==> src/rtl/hamming_decode.sv <==
// rtl/hamming_decode.sv - two-stage Hamming single-error-correcting decoder
//
// Purpose: recovers a data_width payload from an encoding_width Hamming
// codeword. Bit index b of the codeword holds Hamming position b+1. The
// power-of-two positions carry parity, and the payload fills the other
// positions LSB first.
//   Stage 1 registers the syndrome and the payload positions of the word.
//   Stage 2 corrects the payload, classifies the error and registers the outputs.
// Optional feature macro: HAMMING_DECODE_ERR_CNT_EN adds a saturating error
// counter (ports clr_count, err_count).
//
// Ports:
//   clk               in   single clock, rising edge
//   rstb              in   synchronous active-high reset
//   encoded_data      in   codeword from the upstream encoder
//   valid_in          in   encoded_data qualifier, no backpressure
//   clr_count         in   (macro only) synchronous clear of err_count
//   err_count         out  (macro only) count of errored output words, saturating
//   raw_data          out  corrected payload
//   valid_out         out  qualifier for raw_data, syndrome and flags
//   syndrome          out  syndrome of the output word
//   err_corrected     out  single-bit error found and corrected
//   err_uncorrectable out  syndrome points outside the codeword
module hamming_decode #(
  parameter int data_width     = 16,
  parameter int encoding_width = 21
) (
  input  logic                                 clk,
  input  logic                                 rstb,
  input  logic [encoding_width-1:0]            encoded_data,
  input  logic                                 valid_in,
`ifdef HAMMING_DECODE_ERR_CNT_EN
  input  logic                                 clr_count,
  output logic [15:0]                          err_count,
`endif
  output logic [data_width-1:0]                raw_data,
  output logic                                 valid_out,
  output logic [encoding_width-data_width-1:0] syndrome,
  output logic                                 err_corrected,
  output logic                                 err_uncorrectable
);

  localparam int p_w = encoding_width - data_width;

  // This function gives the Hamming position (1-based) that carries payload bit j.
  // Payload bits skip every power-of-two position.
  function automatic int data_pos(input int j);
    int k;
    k = 0;
    for (int p = 1; p <= encoding_width; p++) begin
      if ((p & (p - 1)) != 0) begin
        if (k == j) return p;
        k++;
      end
    end
    return 0;
  endfunction

  logic [p_w-1:0]        syn_in;
  logic [data_width-1:0] payload_in;
  logic [p_w-1:0]        syn1;
  logic [data_width-1:0] payload1;
  logic                  valid1;
  logic [data_width-1:0] payload_fix;
  logic                  corr_c;
  logic                  unc_c;

  // Syndrome bit i is the parity of every position whose index has bit i set.
  for (genvar i = 0; i < p_w; i++) begin : g_syn
    logic [encoding_width-1:0] term;
    for (genvar b = 0; b < encoding_width; b++) begin : g_bit
      if ((((b + 1) >> i) & 1) == 1) begin : g_on
        assign term[b] = encoded_data[b];
      end else begin : g_off
        assign term[b] = 1'b0;
      end
    end
    assign syn_in[i] = ^term;
  end

  // Parity positions are consumed by the syndrome. Only payload positions
  // go on to stage 2. A flip at a parity position therefore leaves the
  // payload unchanged.
  for (genvar j = 0; j < data_width; j++) begin : g_data
    localparam int pos = data_pos(j);
    assign payload_in[j]  = encoded_data[pos-1];
    assign payload_fix[j] = payload1[j] ^ (syn1 == p_w'(pos));
  end

  assign corr_c = (syn1 != '0) && (int'(syn1) <= encoding_width);
  assign unc_c  = (syn1 != '0) && !corr_c;

  always_ff @(posedge clk) begin
    if (rstb) begin
      valid1   <= 1'b0;
      syn1     <= '0;
      payload1 <= '0;
    end else begin
      valid1 <= valid_in;
      if (valid_in) begin
        syn1     <= syn_in;
        payload1 <= payload_in;
      end
    end
  end

  // The flags follow valid_out. raw_data and syndrome keep the last valid word.
  always_ff @(posedge clk) begin
    if (rstb) begin
      valid_out         <= 1'b0;
      raw_data          <= '0;
      syndrome          <= '0;
      err_corrected     <= 1'b0;
      err_uncorrectable <= 1'b0;
    end else begin
      valid_out <= valid1;
      if (valid1) begin
        raw_data          <= payload_fix;
        syndrome          <= syn1;
        err_corrected     <= corr_c;
        err_uncorrectable <= unc_c;
      end else begin
        err_corrected     <= 1'b0;
        err_uncorrectable <= 1'b0;
      end
    end
  end

`ifdef HAMMING_DECODE_ERR_CNT_EN
  // The counter advances on the edge that ends an errored output cycle.
  // Clear takes priority over a same-cycle increment.
  always_ff @(posedge clk) begin
    if (rstb || clr_count) begin
      err_count <= '0;
    end else if (valid_out && (err_corrected || err_uncorrectable) &&
                 (err_count != 16'hFFFF)) begin
      err_count <= err_count + 16'd1;
    end
  end
`endif

endmodule
==> config.mk <==
export PLATFORM = sky130hd
export DESIGN_NAME = hamming_decode
export DESIGN_NICKNAME = d
export VERILOG_FILES = /design/src/rtl/hamming_decode.sv
export SDC_FILE = /design/constraint.sdc
export NUM_CORES = 1
export LEC_CHECK = 0
export CAP_MARGIN = 20
export CORE_ASPECT_RATIO = 1.2
export CORE_MARGIN = 4
export CORE_UTILIZATION = 25
export CTS_BUF_LIST = sky130_fd_sc_hd__clkbuf_16
export DETAILED_ROUTE_END_ITERATION = 6
export SYNTH_ARGS = -nofsm -noshare
export SYNTH_HDL_FRONTEND = slang
export SYNTH_SLANG_ARGS = --single-unit
export TNS_END_PERCENT = 100
==> constraint.sdc <==
create_clock -name clk -period 2.25 [get_ports clk]
set_input_delay 0.5625 -clock clk [delete_from_list [all_inputs] [get_ports clk]]
set_output_delay 0.5625 -clock clk [all_outputs]
set_load 0.05 [all_outputs]
---- Word level (Yosys, flattened, before mapping) ----
Index checks and enable logic that the tools add are counted.
cells by class
  reduce and logical (&&, ||, !) cells .... 10
  bitwise gates (word level) .............. 17
  $lt $le $gt $ge ......................... 1
  equality and inequality tests ........... 16
operators with widths
  operator                                                               count
  21-bit XOR reduction                                                   5
  5-bit by 4-bit equality test with 1-bit output, second input constant  7
  5-bit equality test, second input constant                             5
  1-bit XOR                                                              16
  5-bit by 3-bit equality test with 1-bit output, second input constant  3
  5-bit by 2-bit equality test with 1-bit output, second input constant  1
  5-bit <= comparator, second input constant                             1
  5-bit nonzero test                                                     1
  1-bit logical AND                                                      2
  2-bit OR reduction                                                     1
  1-bit zero test                                                        1
  1-bit NOT                                                              1
word-level totals
  input bits .............................. 24
  output and inout port bits .............. 24
  register bits after elaboration ......... 46

---- Longest topological paths before layout ----
Gate-level depths: netlist of the first run.
  depth after elaboration ................. 4
  mapped depth ............................ 5
  gate-level depth less buffers ........... 4

---- Worst setup path before layout of the first run ----
No wires, ideal clock.
  path type ............................... input-to-reg
  start point ............................. input encoded_data[10]
  end point ............................... register syn1[0]
  slack ................................... 0.396 ns
  arrival ................................. 1.759 ns
  stages on the path ...................... 4
  path through ............................ xnor3_2 -> xnor3_1 -> or3b_1 -> o311ai_1
on the way
  longest elaborated chain between the ends .. 1
ends and longest elaborated chain
  element               line  source
  start, declared       30    input logic [encoding_width-1:0] encoded_data,
  21-bit XOR reduction  78    assign syn_in[i] = ^term;
  end signal, assigned  101   syn1 <= syn_in;
  end, declared         61    logic [p_w-1:0] syn1;
No other way between the ends.
A chain may end at the register's enable or synchronous reset.

---- Worst setup path after layout of the first run ----
  start point ............................. input encoded_data[2]
  end point ............................... register syn1[0]
The elaborated chain is that of the path after synthesis.

==> results of run 1 <==
## metrics by stage
stage	hold WS (ns)	TNS, ns
after floorplan	0.473	0
after global placement	0.479	-0.234
after detailed placement	0.478	-0.307
after CTS	0.485	0
after global routing	0.506	0
final	0.484	0
## cell families (layout without fill, tap and decap cells)
logic type             Yosys count  count (layout)  share of synthesized area (%)
AND/OR/NAND/NOR                 73              73                           16.1
flip-flops                      46              46                           42.7
XOR/XNOR                        41              41                           20.2
AO/OA/AOI/OAI                   24              24                           8.12
multiplexers                    21              21                           9.74
buffers and inverters           18              65                           3.19
## sequential cells by signal, indices dropped and copies added (netlist names)
| name | flops |
|---|---|
| valid_out | 1 |
| payload1 | 16 |
| syn1 | 5 |
| valid1 | 1 |
| err_uncorrectable | 1 |
| syndrome | 5 |
| raw_data | 16 |
| err_corrected | 1 |
## worst max-delay path: stages
cell             delay, ns
clkdlybuf4s50_1       0.49
xnor3_2               0.44
xnor3_1               0.39
or3b_1                0.36
o311ai_1              0.09
## cell usage in the layout (no fill, tap or decap), types with 2 or more instances in the layout
master	netlist	final
nand4_1	2	2
nor2b_1	7	7
xor2_1	14	14
xnor3_1	4	4
clkbuf_16	0	5
mux2i_1	21	21
dfxtp_1	46	46
buf_4	0	9
a21oi_1	2	2
nor2_1	43	43
a211oi_1	19	19
nand2_1	3	3
nor3b_1	3	3
nor3_1	2	2
and2_1	2	2
nand3b_1	2	2
clkdlybuf4s50_1	0	47
nand4b_1	2	2
nand3_1	5	5
xnor2_1	21	21
## cell usage after synthesis (all sizes together), types with 3 or more instances
| library cell | instances | area share, % |
|---|---|---|
| mux2i | 21 | 9.7 |
| nor2b | 7 | 2.0 |
| nor2 | 43 | 7.5 |
| xnor3 | 5 | 5.3 |
| nand2 | 3 | 0.52 |
| xnor2 | 22 | 9.3 |
| nand3 | 5 | 1.2 |
| a211oi | 19 | 6.6 |
| xor2 | 14 | 5.7 |
| nor3b | 3 | 1.0 |
| dfxtp | 46 | 43 |
| clkbuf | 16 | 2.8 |
## what timing repair did
item                                    4_1_cts  5_1_grt
hold buffers                                  0        0
gates resized for setup                       0        0
endpoints found under the setup margin        0        1
setup buffers                                 0        0
## report_power, final
| part | internal, mW | switching [mW] | leakage (nW) |
|---|---|---|---|
| sequential | 0.873 | 0.0694 | 0.379 |
| clock | 0.513 | 0.285 | 0.0773 |
| combinational | 0.254 | 0.263 | 0.643 |
| total | 1.64 | 0.618 | 1.10 |
## cell type report
class	count	area, µm²
timing repair buffer	57	558
sequential	46	921
fill	886	5340
clock buffer	5	125
tap	114	143
clock inverter	2	33.8
inverter	1	3.75
multi-input combinational	159	1170
## routing by layer
metal  part of all wire, %  vias up
met5                     0        -
met4                   1.8        0
met3                   5.3        7
met2                    46       41
met1                    47      766
li1                      -      853
## final timing paths
kind,from,endpoint,slack (ns)
max,encoded_data[2],syn1[0]$_SDFFE_PP0P_,0.1
min,raw_data[15]$_SDFFE_PP0P_,raw_data[15]$_SDFFE_PP0P_,0.48
max reg2reg,syn1[1]$_SDFFE_PP0P_,raw_data[10]$_SDFFE_PP0P_,0.68
min reg2reg,raw_data[15]$_SDFFE_PP0P_,raw_data[15]$_SDFFE_PP0P_,0.48
==> summary.txt, run 1 <==
Ant. Diodes - 0
# placed instances - 377
Synthesized Nets - 247
Fmax - 465 MHz
Core outline area - 8290 µm²
Met2 GRT Util - 17.2%
Grt met3 use - 2.53%
DRC Markers - 0
CTS Buffer Depth - 2
Reg2Reg Depth - 3
Dpl cell area - 2790 µm²
HPWL after detailed placement - 3.79 mm
Vias in the first global route - 1611
Row cnt - 36
Post-synth EDFFs - 0
Synth warn - 0
Crit. End Element - register
Total CTS buffers - 5
Gr ovfl total - 0
Setup repair after global routing missed its margin - no
Initial core utilization - 26.0%
Clk_lat worst skew - 0.28 ns
Post-layout instance area - 2950 µm²
Die area - 10200 µm²
#FFs+latches synth - 46
Minimum clock period - 2.15 ns
CTS tree - built
Layout Cells excl Fill - 384
Synthesized area per cell - 9.68 µm²
Via count - 1667
Avg Vias per Cell - 4.34
CP max FO - 2
Mapped Cells - 223
Post-synthesis sequential area ratio - 42.7%
Initial antenna violation count - 0
Initial drt markers - 84
Leak pwr - 1.10 nW
GR Util All Layers - 10.3%
Pwr Density - 765 nW/µm²
Met1 Resource Use GR - 12.8%
Max H-tree Level - 2
Crit path kind - in2reg
Endpoints failing setup - 0
Drt pass-1 iters - 4
Die H - 110 µm
Layout cells sized above 1 - 6.67%
Routed Antenna Nets - 0
Largest net degree at the start of global routing - 44
Clock slew at reported path FFs - 0.06 ns
Chip width - 92.8 µm
Outcome - completed
Startpoint types - input port
CP required - 2.44 ns
Top_reg_cell synth - dfxtp_1
I/O Pins - 48
Area grow syn2layout - 36.8%
Min-Delay Path Class - reg2reg
CTS sink cnt - 46
Final Hold Vio Count - 0
CP arrival - 2.34 ns
Nets - 294
IO Port Bufs - 47
Root buffer cell - clkbuf_16
GRT Max-Usage Layer - met2
Max-Cap Viols - 0
Final core occ - 35.6%
Post-place setup slack - -0.228 ns
Slew Viols, Final - 0
First-pass GRT wire length - 8.32 mm
Mapped Area - 2160 µm²
Slack of the critical path - 0.0972 ns
Final WL - 4.97 mm
Worst slew pin tran - 0.515 ns
Fraction of registers with async set/reset - 0%
Slew HR - 65.6%
Hold path depth - 2
PnR Total Power - 2.26 mW
Routed len/inst - 12.9 µm
Setup Skew - 0.00276 ns
GP Congestion - 0.734
Period Utilization, post-route - 95.7%
Post-synthesis cell type count - 27
Worst vdd ir - 0.000327 V
No activity file was read; power rests on OpenSTA's default activity.
==> run 2: changes to the inputs <==
- HOLD_SLACK_MARGIN: not set -> 0.15
- clock period: 2.25 -> 2.6 ns (I/O delays scaled with it)
==> run 2 against run 1 <==
Worst hold slack about the same. Clock power decreased by 25%. First-iteration DRC count shrank 3.6%. Sequential cell count stayed put. Largest cell class unchanged. Highest routed layer unchanged.
==> summary.txt, run 2 (synthesized netlist as in run 1, its figures left out) <==
Setup Skew - 0.00194 ns (was 0.00276 ns)
Clock slew at reported path FFs - 0.06 ns (about the same)
Final core occ - 34.8% (was 35.6%)
CP max FO - 2 (unchanged)
GP Congestion - 0.755 (was 0.734)
Ant. Diodes - 0 (unchanged)
Crit path kind - in2reg (unchanged)
DRC Markers - 0 (unchanged)
Leak pwr - 1.07 nW (was 1.10 nW)
Root buffer cell - clkbuf_16 (unchanged)
Worst hold margin - 0.484 ns (about the same)
Row cnt - 36 (unchanged)
Period Utilization, post-route - 86.7%
Total CTS buffers - 5 (unchanged)
GR Util All Layers - 10.2% (was 10.3%)
HPWL after detailed placement - 3.80 mm (was 3.79 mm)
Initial antenna violation count - 0 (unchanged)
R2R Setup Slk - 0.98 ns (was 0.68 ns)
Worst slew pin tran - 0.514 ns (was 0.515 ns)
Commonest non-fill, non-tap cell in the layout - clkdlybuf4s50_1 (unchanged)
Crit. End Element - register (unchanged)
Layout cells sized above 1 - 4.89% (was 6.67%)
Initial core utilization - 26.0% (unchanged)
Die area - 10200 µm² (unchanged)
Post-cts sizing count - 0 (unchanged)
Largest net degree at the start of global routing - 40 (was 44)
Via count - 1653 (was 1667)
Reg-to-Reg End - raw_data[10]$_SDFFE_PP0P_ (unchanged)
Gr ovfl total - 0 (unchanged)
Slew HR - 65.6% (about the same)
Worst r2r src - syn1[1]$_SDFFE_PP0P_ (unchanged)
Final WL - 5.03 mm (was 4.97 mm)
Most frequent cells in the layout - 47 x clkdlybuf4s50_1, 46 x dfxtp_1, 43 x nor2_1 (unchanged)
PnR Total Power - 1.85 mW (was 2.26 mW)
Chip width - 92.8 µm (unchanged)
Max H-tree Level - 2 (unchanged)
Initial drt markers - 81 (was 84)
Drt pass-1 iters - 4 (unchanged)
# placed instances - 372 (was 377)
Setup repair after global routing missed its margin - no (unchanged)
CTS sink cnt - 46 (unchanged)
Hold_buf cts - 0 (unchanged)
Layout Cells excl Fill - 380 (was 384)
Slew Viols, Final - 0 (unchanged)
IO Port Bufs - 47 (unchanged)
Core outline area - 8290 µm² (unchanged)
I/O Pins - 48 (unchanged)
CP arrival - 2.44 ns (was 2.34 ns)
Minimum clock period - 2.25 ns
Setup bufs post-CTS - 0 (unchanged)
Hold path depth - 2 (unchanged)
CP required - 2.79 ns (was 2.44 ns)
Outcome - completed (unchanged)
Area grow syn2layout - 33.5% (was 36.8%)
Nets - 289 (was 294)
Routed Antenna Nets - 0 (unchanged)
Final setup TNS - 0 ns (unchanged)
Pwr Density - 642 nW/µm² (was 765 nW/µm²)
Final Hold Vio Count - 0 (unchanged)
Worst vdd ir - 0.000376 V (was 0.000327 V)
Max-Cap Viols - 0 (unchanged)
First-pass GRT wire length - 8.17 mm (was 8.32 mm)
CTS tree - built (unchanged)
Vias in the first global route - 1615 (was 1611)
Fmax - 444 MHz
Fill cells - 865 (was 886)
Routed len/inst - 13.2 µm (was 12.9 µm)
CTS Buffer Depth - 2 (unchanged)
Startpoint types - input port (unchanged)
Reg2Reg Depth - 3 (unchanged)
Worst hold start - raw_data[13]$_SDFFE_PP0P_ (was raw_data[15]$_SDFFE_PP0P_)
Endpoints failing setup - 0 (unchanged)
Die H - 110 µm (unchanged)
Clk_lat worst skew - 0.28 ns (about the same)
Hold EP - raw_data[13]$_SDFFE_PP0P_ (was raw_data[15]$_SDFFE_PP0P_)
Avg Vias per Cell - 4.35 (was 4.34)
Min-Delay Path Class - reg2reg (unchanged)
Largest registers - payload1 (16), raw_data (16) (unchanged)
## run 2: worst max-delay path, stage by stage
cell and delay (ns):
clkdlybuf4s50_1 0.51, xnor3_2 0.45, xnor3_1 0.39, or3b_1 0.35
o311ai_1 0.09
## run 2: area by class of cell
| class | instances | area, µm² | share of cell area [%] |
|---|---|---|---|
| clock buffer | 5 | 125 | 4.34 |
| clock inverter | 3 | 12.5 | 0.434 |
| inverter | 1 | 3.75 | 0.130 |
| multi-input combinational | 159 | 1170 | 40.6 |
| sequential | 46 | 921 | 32.0 |
| tap | 114 | 143 | 4.95 |
| timing repair buffer | 52 | 508 | 17.6 |
## run 2: worst max path at each step
stage	start	end	slack (ns)	cells after the start
6_report	encoded_data[10]	syn1[0]$_SDFFE_PP0P_	0.35	5
5_1_grt	encoded_data[10]	syn1[0]$_SDFFE_PP0P_	0.30	5
4_1_cts	encoded_data[10]	syn1[0]$_SDFFE_PP0P_	0.32	5
3_5_place_dp	encoded_data[10]	syn1[0]$_SDFFE_PP0P_	0.03	5
3_3_place_gp	encoded_data[10]	syn1[0]$_SDFFE_PP0P_	0.08	5
2_1_floorplan	encoded_data[10]	syn1[0]$_SDFFE_PP0P_	0.66	4
## run 2: metrics by stage
stage,setup slack [ns],area (µm²)
6_report,0.347,2880
3_5_place_dp,0.0292,2740
4_1_cts,0.320,2880
2_1_floorplan,0.658,2160
5_1_grt,0.303,2880
3_3_place_gp,0.0792,2740
## run 2: power by group
part	internal (mW)	total [mW]	switching (mW)
Sequential	0.755	0.821	0.0656
Clock	0.347	0.596	0.249
Combinational	0.209	0.432	0.222
## run 2: routing by layer
| metal | up-vias | GRT usage, % | part of all wire, % |
|---|---|---|---|
| met5 | - | 0 | 0 |
| met4 | 0 | 4.40 | 1.8 |
| li1 | 840 | - | - |
| met1 | 774 | 12.1 | 46 |
| met2 | 35 | 17.3 | 47 |
| met3 | 4 | 2.87 | 5.6 |
==> run 3: changes to the inputs <==
- CORE_ASPECT_RATIO: 1.2 -> 0.5
==> run 3 against run 2 <==
Maximum frequency is 0.54% higher. Combinational power increased by 2%. Sequential share of layout area decreased by 0.69 points. Wire length grew 6.2%. Total power up 12%. Setup slack gained 0.012 ns. Sequential cell count stayed put. Count of clock-buffer cells in the layout did not move. Utilization increased by 1.1 points. Clock power grew 36%. First-iteration DRC count increased by 9.9%. Global-route usage up 0.53 points.
==> summary.txt, run 3 (synthesized netlist as in run 1, its figures left out) <==
Outcome - completed (unchanged)
Avg Vias per Cell - 4.38 (was 4.35)
Largest registers - payload1 (16), raw_data (16) (unchanged)
Initial drt markers - 89 (was 81)
Row cnt - 23 (was 36)
Dpl cell area - 2760 µm² (was 2740 µm²)
Vias in the first global route - 1652 (was 1615)
GR Util All Layers - 10.8% (was 10.2%)
CTS Buffer Depth - 2 (unchanged)
Final core occ - 35.9% (was 34.8%)
Slew Viols, Final - 0 (unchanged)
Setup bufs post-CTS - 0 (unchanged)
DRC Markers - 0 (unchanged)
Min-Delay Path Class - reg2reg (unchanged)
Worst hold start - raw_data[0]$_SDFFE_PP0P_ (was raw_data[13]$_SDFFE_PP0P_)
Worst vdd ir - 0.000254 V (was 0.000376 V)
Max H-tree Level - 2 (unchanged)
Area grow syn2layout - 36.5% (was 33.5%)
Crit path cell chain - clkdlybuf4s50_1 -> xnor3_2 -> xnor3_1 -> or3b_1 -> o311ai_1 (unchanged)
CP required - 2.79 ns (about the same)
PnR Total Power - 2.07 mW (was 1.85 mW)
Routed Antenna Nets - 0 (unchanged)
CP bufs+invs - 1 (unchanged)
Via count - 1664 (was 1653)
Pwr Density - 704 nW/µm² (was 642 nW/µm²)
Setup repair after global routing missed its margin - no (unchanged)
Worst r2r src - syn1[1]$_SDFFE_PP0P_ (unchanged)
Largest net degree at the start of global routing - 39 (was 40)
Startpoint types - input port (unchanged)
Final setup TNS - 0 ns (unchanged)
Post-cts sizing count - 0 (unchanged)
CP arrival - 2.43 ns (was 2.44 ns)
IO Port Bufs - 47 (unchanged)
Gr ovfl total - 0 (unchanged)
CP Launch Point - encoded_data[10] (unchanged)
Endpoints failing setup - 0 (unchanged)
Routed len/inst - 14.1 µm (was 13.2 µm)
Ant. Diodes - 0 (unchanged)
Hold_buf cts - 0 (unchanged)
HPWL after detailed placement - 4.15 mm (was 3.80 mm)
Drt pass-1 iters - 4 (unchanged)
CTS tree - built (unchanged)
Max-Cap Viols - 0 (unchanged)
Fmax - 446 MHz (was 444 MHz)
R2R Setup Slk - 0.95 ns (was 0.98 ns)
Root buffer cell - clkbuf_16 (unchanged)
Die area - 10300 µm² (was 10200 µm²)
# placed instances - 372 (unchanged)
Post-place setup slack - 0.0350 ns (was 0.0292 ns)
I/O Pins - 48 (unchanged)
Core outline area - 8200 µm² (was 8290 µm²)
First-pass GRT wire length - 8.66 mm (was 8.17 mm)
Total CTS buffers - 5 (unchanged)
Die H - 73.7 µm (was 110 µm)
Final Hold Vio Count - 0 (unchanged)
Leak pwr - 1.09 nW (was 1.07 nW)
Initial core utilization - 26.3% (was 26.0%)
Worst hold margin - 0.486 ns (was 0.484 ns)
Crit path largest cell delay - 0.50 ns (was 0.51 ns)
Final WL - 5.34 mm (was 5.03 mm)
Setup Skew - 0.00371 ns (was 0.00194 ns)
Layout cells sized above 1 - 5.97% (was 4.89%)
Initial antenna violation count - 0 (unchanged)
Commonest non-fill, non-tap cell in the layout - clkdlybuf4s50_1 (unchanged)
Post-layout instance area - 2950 µm² (was 2880 µm²)
CP max FO - 2 (unchanged)
Worst slew pin tran - 0.537 ns (was 0.514 ns)
Most frequent cells in the layout - 47 x clkdlybuf4s50_1, 46 x dfxtp_1, 43 x nor2_1 (unchanged)
CTS sink cnt - 46 (unchanged)
Layout Cells excl Fill - 380 (unchanged)
Nets - 291 (was 289)
Cell family with most CP delay - XOR/XNOR gates (unchanged)
Crit. End Element - register (unchanged)
Clk_lat worst skew - 0.29 ns (was 0.28 ns)
Minimum clock period - 2.24 ns (was 2.25 ns)
Chip width - 139 µm (was 92.8 µm)
Slew HR - 64.1% (was 65.6%)
Clock slew at reported path FFs - 0.06 ns (about the same)
Period Utilization, post-route - 86.2% (was 86.7%)
GP Congestion - 0.757 (was 0.755)
Slack of the critical path - 0.359 ns (was 0.347 ns)
Slowest CP cell - clkdlybuf4s50_1 (unchanged)
Crit path kind - in2reg (unchanged)
==> run 3: layer usage <==
layer | GRT usage, % | vias up | part of all wire, % | wire length (µm)
li1 | - | 849 | - | -
met1 | 14.3 | 770 | 49 | 2640
met2 | 16.6 | 34 | 45 | 2400
met3 | 3.06 | 11 | 3.4 | 183
met4 | 4.34 | 0 | 2.1 | 114
met5 | 0 | - | 0 | 0
==> run 3: worst register-to-register path, stage by stage (launching register included) <==
cell      delay (ns)
dfxtp_1         0.62
nand3b_1        0.26
or3_1           0.40
a311oi_1        0.27
==> run 3: path summary, 6_finish.rpt <==
check / end / depth (start not counted)
setup / recovery: syn1[0]$_SDFFE_PP0P_ / 5
hold reg to reg: raw_data[0]$_SDFFE_PP0P_ / 2
setup reg to reg: raw_data[10]$_SDFFE_PP0P_ / 3
hold / removal: raw_data[0]$_SDFFE_PP0P_ / 2
==> run 3: layout make-up <==
cell class	count	area [µm²]
timing repair buffer	54	523
fill	829	5260
inverter	1	3.75
tap	112	140
multi-input combinational	159	1170
clock inverter	3	63.8
clock buffer	5	125
sequential	46	921
==> run 3: power by group <==
group,switching (mW),internal [mW],leakage (nW),total [mW]
Combinational,0.229,0.211,0.624,0.440
Sequential,0.0657,0.755,0.379,0.821
Clock,0.264,0.547,0.0915,0.812
Total,0.558,1.51,1.09,2.07
==> patch: new RTL, flow settings as in run 1 <==
The option `HAMMING_DECODE_ERR_CNT_EN` is turned on by a define.
--- a/src/rtl/hamming_decode.sv
+++ b/src/rtl/hamming_decode.sv
@@ -21,6 +21,8 @@
 //   syndrome          out  syndrome of the output word
 //   err_corrected     out  single-bit error found and corrected
 //   err_uncorrectable out  syndrome points outside the codeword
+`define HAMMING_DECODE_ERR_CNT_EN
+
 module hamming_decode #(
   parameter int data_width     = 16,
   parameter int encoding_width = 21
Ports: changed (added clr_count and err_count); port bits go from 48 to 65. No check against the original RTL was run, so the function may have changed too.
==> patch against run 1 <==
Power is 43% higher. Setup slack worse by 45 ps. Sequential cell count increased by 16. First-iteration DRC count fell by 18%. Area after synthesis increased by 35%. Sequential power increased by 31%. Clock power up 88%. Critical path depth decreased by 4. Design area increased by 37%. Routed wire length is 42% higher.
==> patch: results (changes against run 1) <==
- FF-to-FF setup slack: 520 ps (was 680 ps)
- Library cells used by synthesis: 40 (was 27)
- Slowest cell on crit path: clkdlybuf4s50_1 (unchanged)
- I/O Buffers: 64 (was 47)
- Vias: 2387 (was 1667)
- Hold depth: 2 (unchanged)
- Slew @ Worst Pin: 560 ps (was 515 ps)
- RePlAce Congestion: 0.882 (was 0.734)
- Worst Hold End: raw_data[6]$_SDFFE_PP0P_ (was raw_data[15]$_SDFFE_PP0P_)
- Most instantiated cells after synthesis: 62 x dfxtp_1, 57 x nor2_1, 34 x xnor2_1 (was 46 x dfxtp_1, 43 x nor2_1, 21 x mux2i_1, 21 x xnor2_1, 19 x a211oi_1)
- Crit-path leading delay family: buffers and inverters (was XOR/XNOR gates)
- Clock Latency Late Sink: 320 ps (was 280 ps)
- Fin nets: 410 (was 294)
- Data arrival time of the critical path: 1640 ps (was 2340 ps)
- First-pass GRT wire length: 11400 microns (was 8320 microns)
- Hold wc startpoint: raw_data[6]$_SDFFE_PP0P_ (was raw_data[15]$_SDFFE_PP0P_)
- Highest fanout seen on the critical path: 7 (was 2)
- Worst flop-to-flop path endpoint: err_count[9]$_SDFFE_PP0P_ (was raw_data[10]$_SDFFE_PP0P_)
- Worst vdd ir: 0.434 mV (was 0.327 mV)
- Cts repair resizes: 0 (unchanged)
- Syn nets: 350 (was 247)
- Synth top area cells: dfxtp_1 43%, xnor2_1 10%, nor2_1 7.3%, mux2i_1 7.2%, xor2_1 6.3% (was dfxtp_1 43%, mux2i_1 9.7%, xnor2_1 8.5%, nor2_1 7.5%, a211oi_1 6.6%)
- Hold Path Class: reg -> reg (unchanged)
- Total GRT Usage: 0.105 (was 0.103)
- Leakage: 1.45 nW (was 1.10 nW)
- Fraction of layout instances using a drive strength above 1: 0.0643 (was 0.0667)
- Sequential element share of the synthesized area: 0.425 (was 0.427)
- Post-DP HPWL: 5400 microns (was 3790 microns)
- Worst reg-to-reg path cell count: 5 (was 3)
- DRT Pass-1 Iters: 4 (unchanged)
- Status: completed (unchanged)
- Postcts setup bufs: 0 (unchanged)
- Final-layout fill cell count: 1191 (was 886)
- Fin Clk Skew: 8.02 ps (was 2.76 ps)
- Slowest cell delay on critical path: 860 ps (was 490 ps)
- Largest net degree at the start of global routing: 46 (was 44)
- H-Tree Depth: 3 (was 2)
- TritonCTS Buffers: 9 (was 5)
- DR WL/cell: 13.0 microns (was 12.9 microns)
- Regs by FF count: err_count (16), payload1 (16), raw_data (16) (was payload1 (16), raw_data (16))
- Starting DRT DRC Count: 69 (was 84)
- Vias in the first global route: 2305 (was 1611)
- Reg-to-reg startpoint: err_count[6]$_SDFFE_PP0P_ (was syn1[1]$_SDFFE_PP0P_)
==> patch: where the power goes <==
| part | switching, mW | total (mW) | internal (mW) | leakage [nW] |
|---|---|---|---|---|
| logic | 0.270 | 0.499 | 0.229 | 0.782 |
| registers | 0.0708 | 1.23 | 1.16 | 0.508 |
| clock network | 0.517 | 1.50 | 0.986 | 0.159 |
==> patch: kinds of logic after synthesis <==
kind of cell / after synthesis / synth area share
adder cells (fa/ha/maj): 1 / 0.00428
buffers and inverters: 22 / 0.0313
AO/OA/AOI/OAI: 35 / 0.0861
flip-flops: 62 / 0.425
XOR/XNOR: 56 / 0.173
AND/OR/NAND/NOR: 127 / 0.209
multiplexers: 21 / 0.0720
==> patch: tightest hold or removal path, delay by kind of cell, from the launching register on <==
family | cells | cell delay [ps]
AND/OR/NAND/NOR | 1 | 80
flip-flops | 1 | 310
AO/OA/AOI/OAI | 1 | 50
==> patch: metrics by stage <==
stage / worst slack (ps) / area (sq um) / total power [mW] / std cells / hold WS [ps]
5_1_grt: 1.64 / 4040 / 3.37 / 543 / 509
3_5_place_dp: 79.3 / 3710 / 1.76 / 527 / 480
2_1_floorplan: 295 / 2920 / 1.59 / 324 / 470
3_3_place_gp: 140 / 3710 / 1.75 / 527 / 478
6_report: 51.8 / 4040 / 3.23 / 543 / 484
4_1_cts: 3.99 / 4040 / 3.27 / 543 / 490
==> patch: worst max-delay path by stage <==
stage	from	to	slack (ps)	cells past startpoint
2_1_floorplan	err_count[7]$_SDFFE_PP0P_	err_count[12]$_SDFFE_PP0P_	300	6
4_1_cts	err_count[6]$_SDFFE_PP0P_	err_count[6]	4	1
5_1_grt	err_count[12]$_SDFFE_PP0P_	err_count[12]	2	1
3_3_place_gp	encoded_data[12]	syn1[0]$_SDFFE_PP0P_	140	5
6_report	err_count[12]$_SDFFE_PP0P_	err_count[12]	50	1
3_5_place_dp	encoded_data[14]	syn1[0]$_SDFFE_PP0P_	80	6
==> patch: cell type report <==
cell class / instances / share of cell area
multi-input combinational: 240 / 0.393
sequential: 62 / 0.307
timing repair buffer: 70 / 0.170
clock buffer: 9 / 0.0557
tap: 154 / 0.0476
clock inverter: 7 / 0.0260
inverter: 1 / 0.000928
==> patch: routing by layer <==
| metal | GRT usage | share of wire |
|---|---|---|
| met5 | 0 | 0 |
| met4 | 0.0301 | 0.014 |
| met3 | 0.0346 | 0.061 |
| met2 | 0.178 | 0.47 |
| met1 | 0.127 | 0.45 |
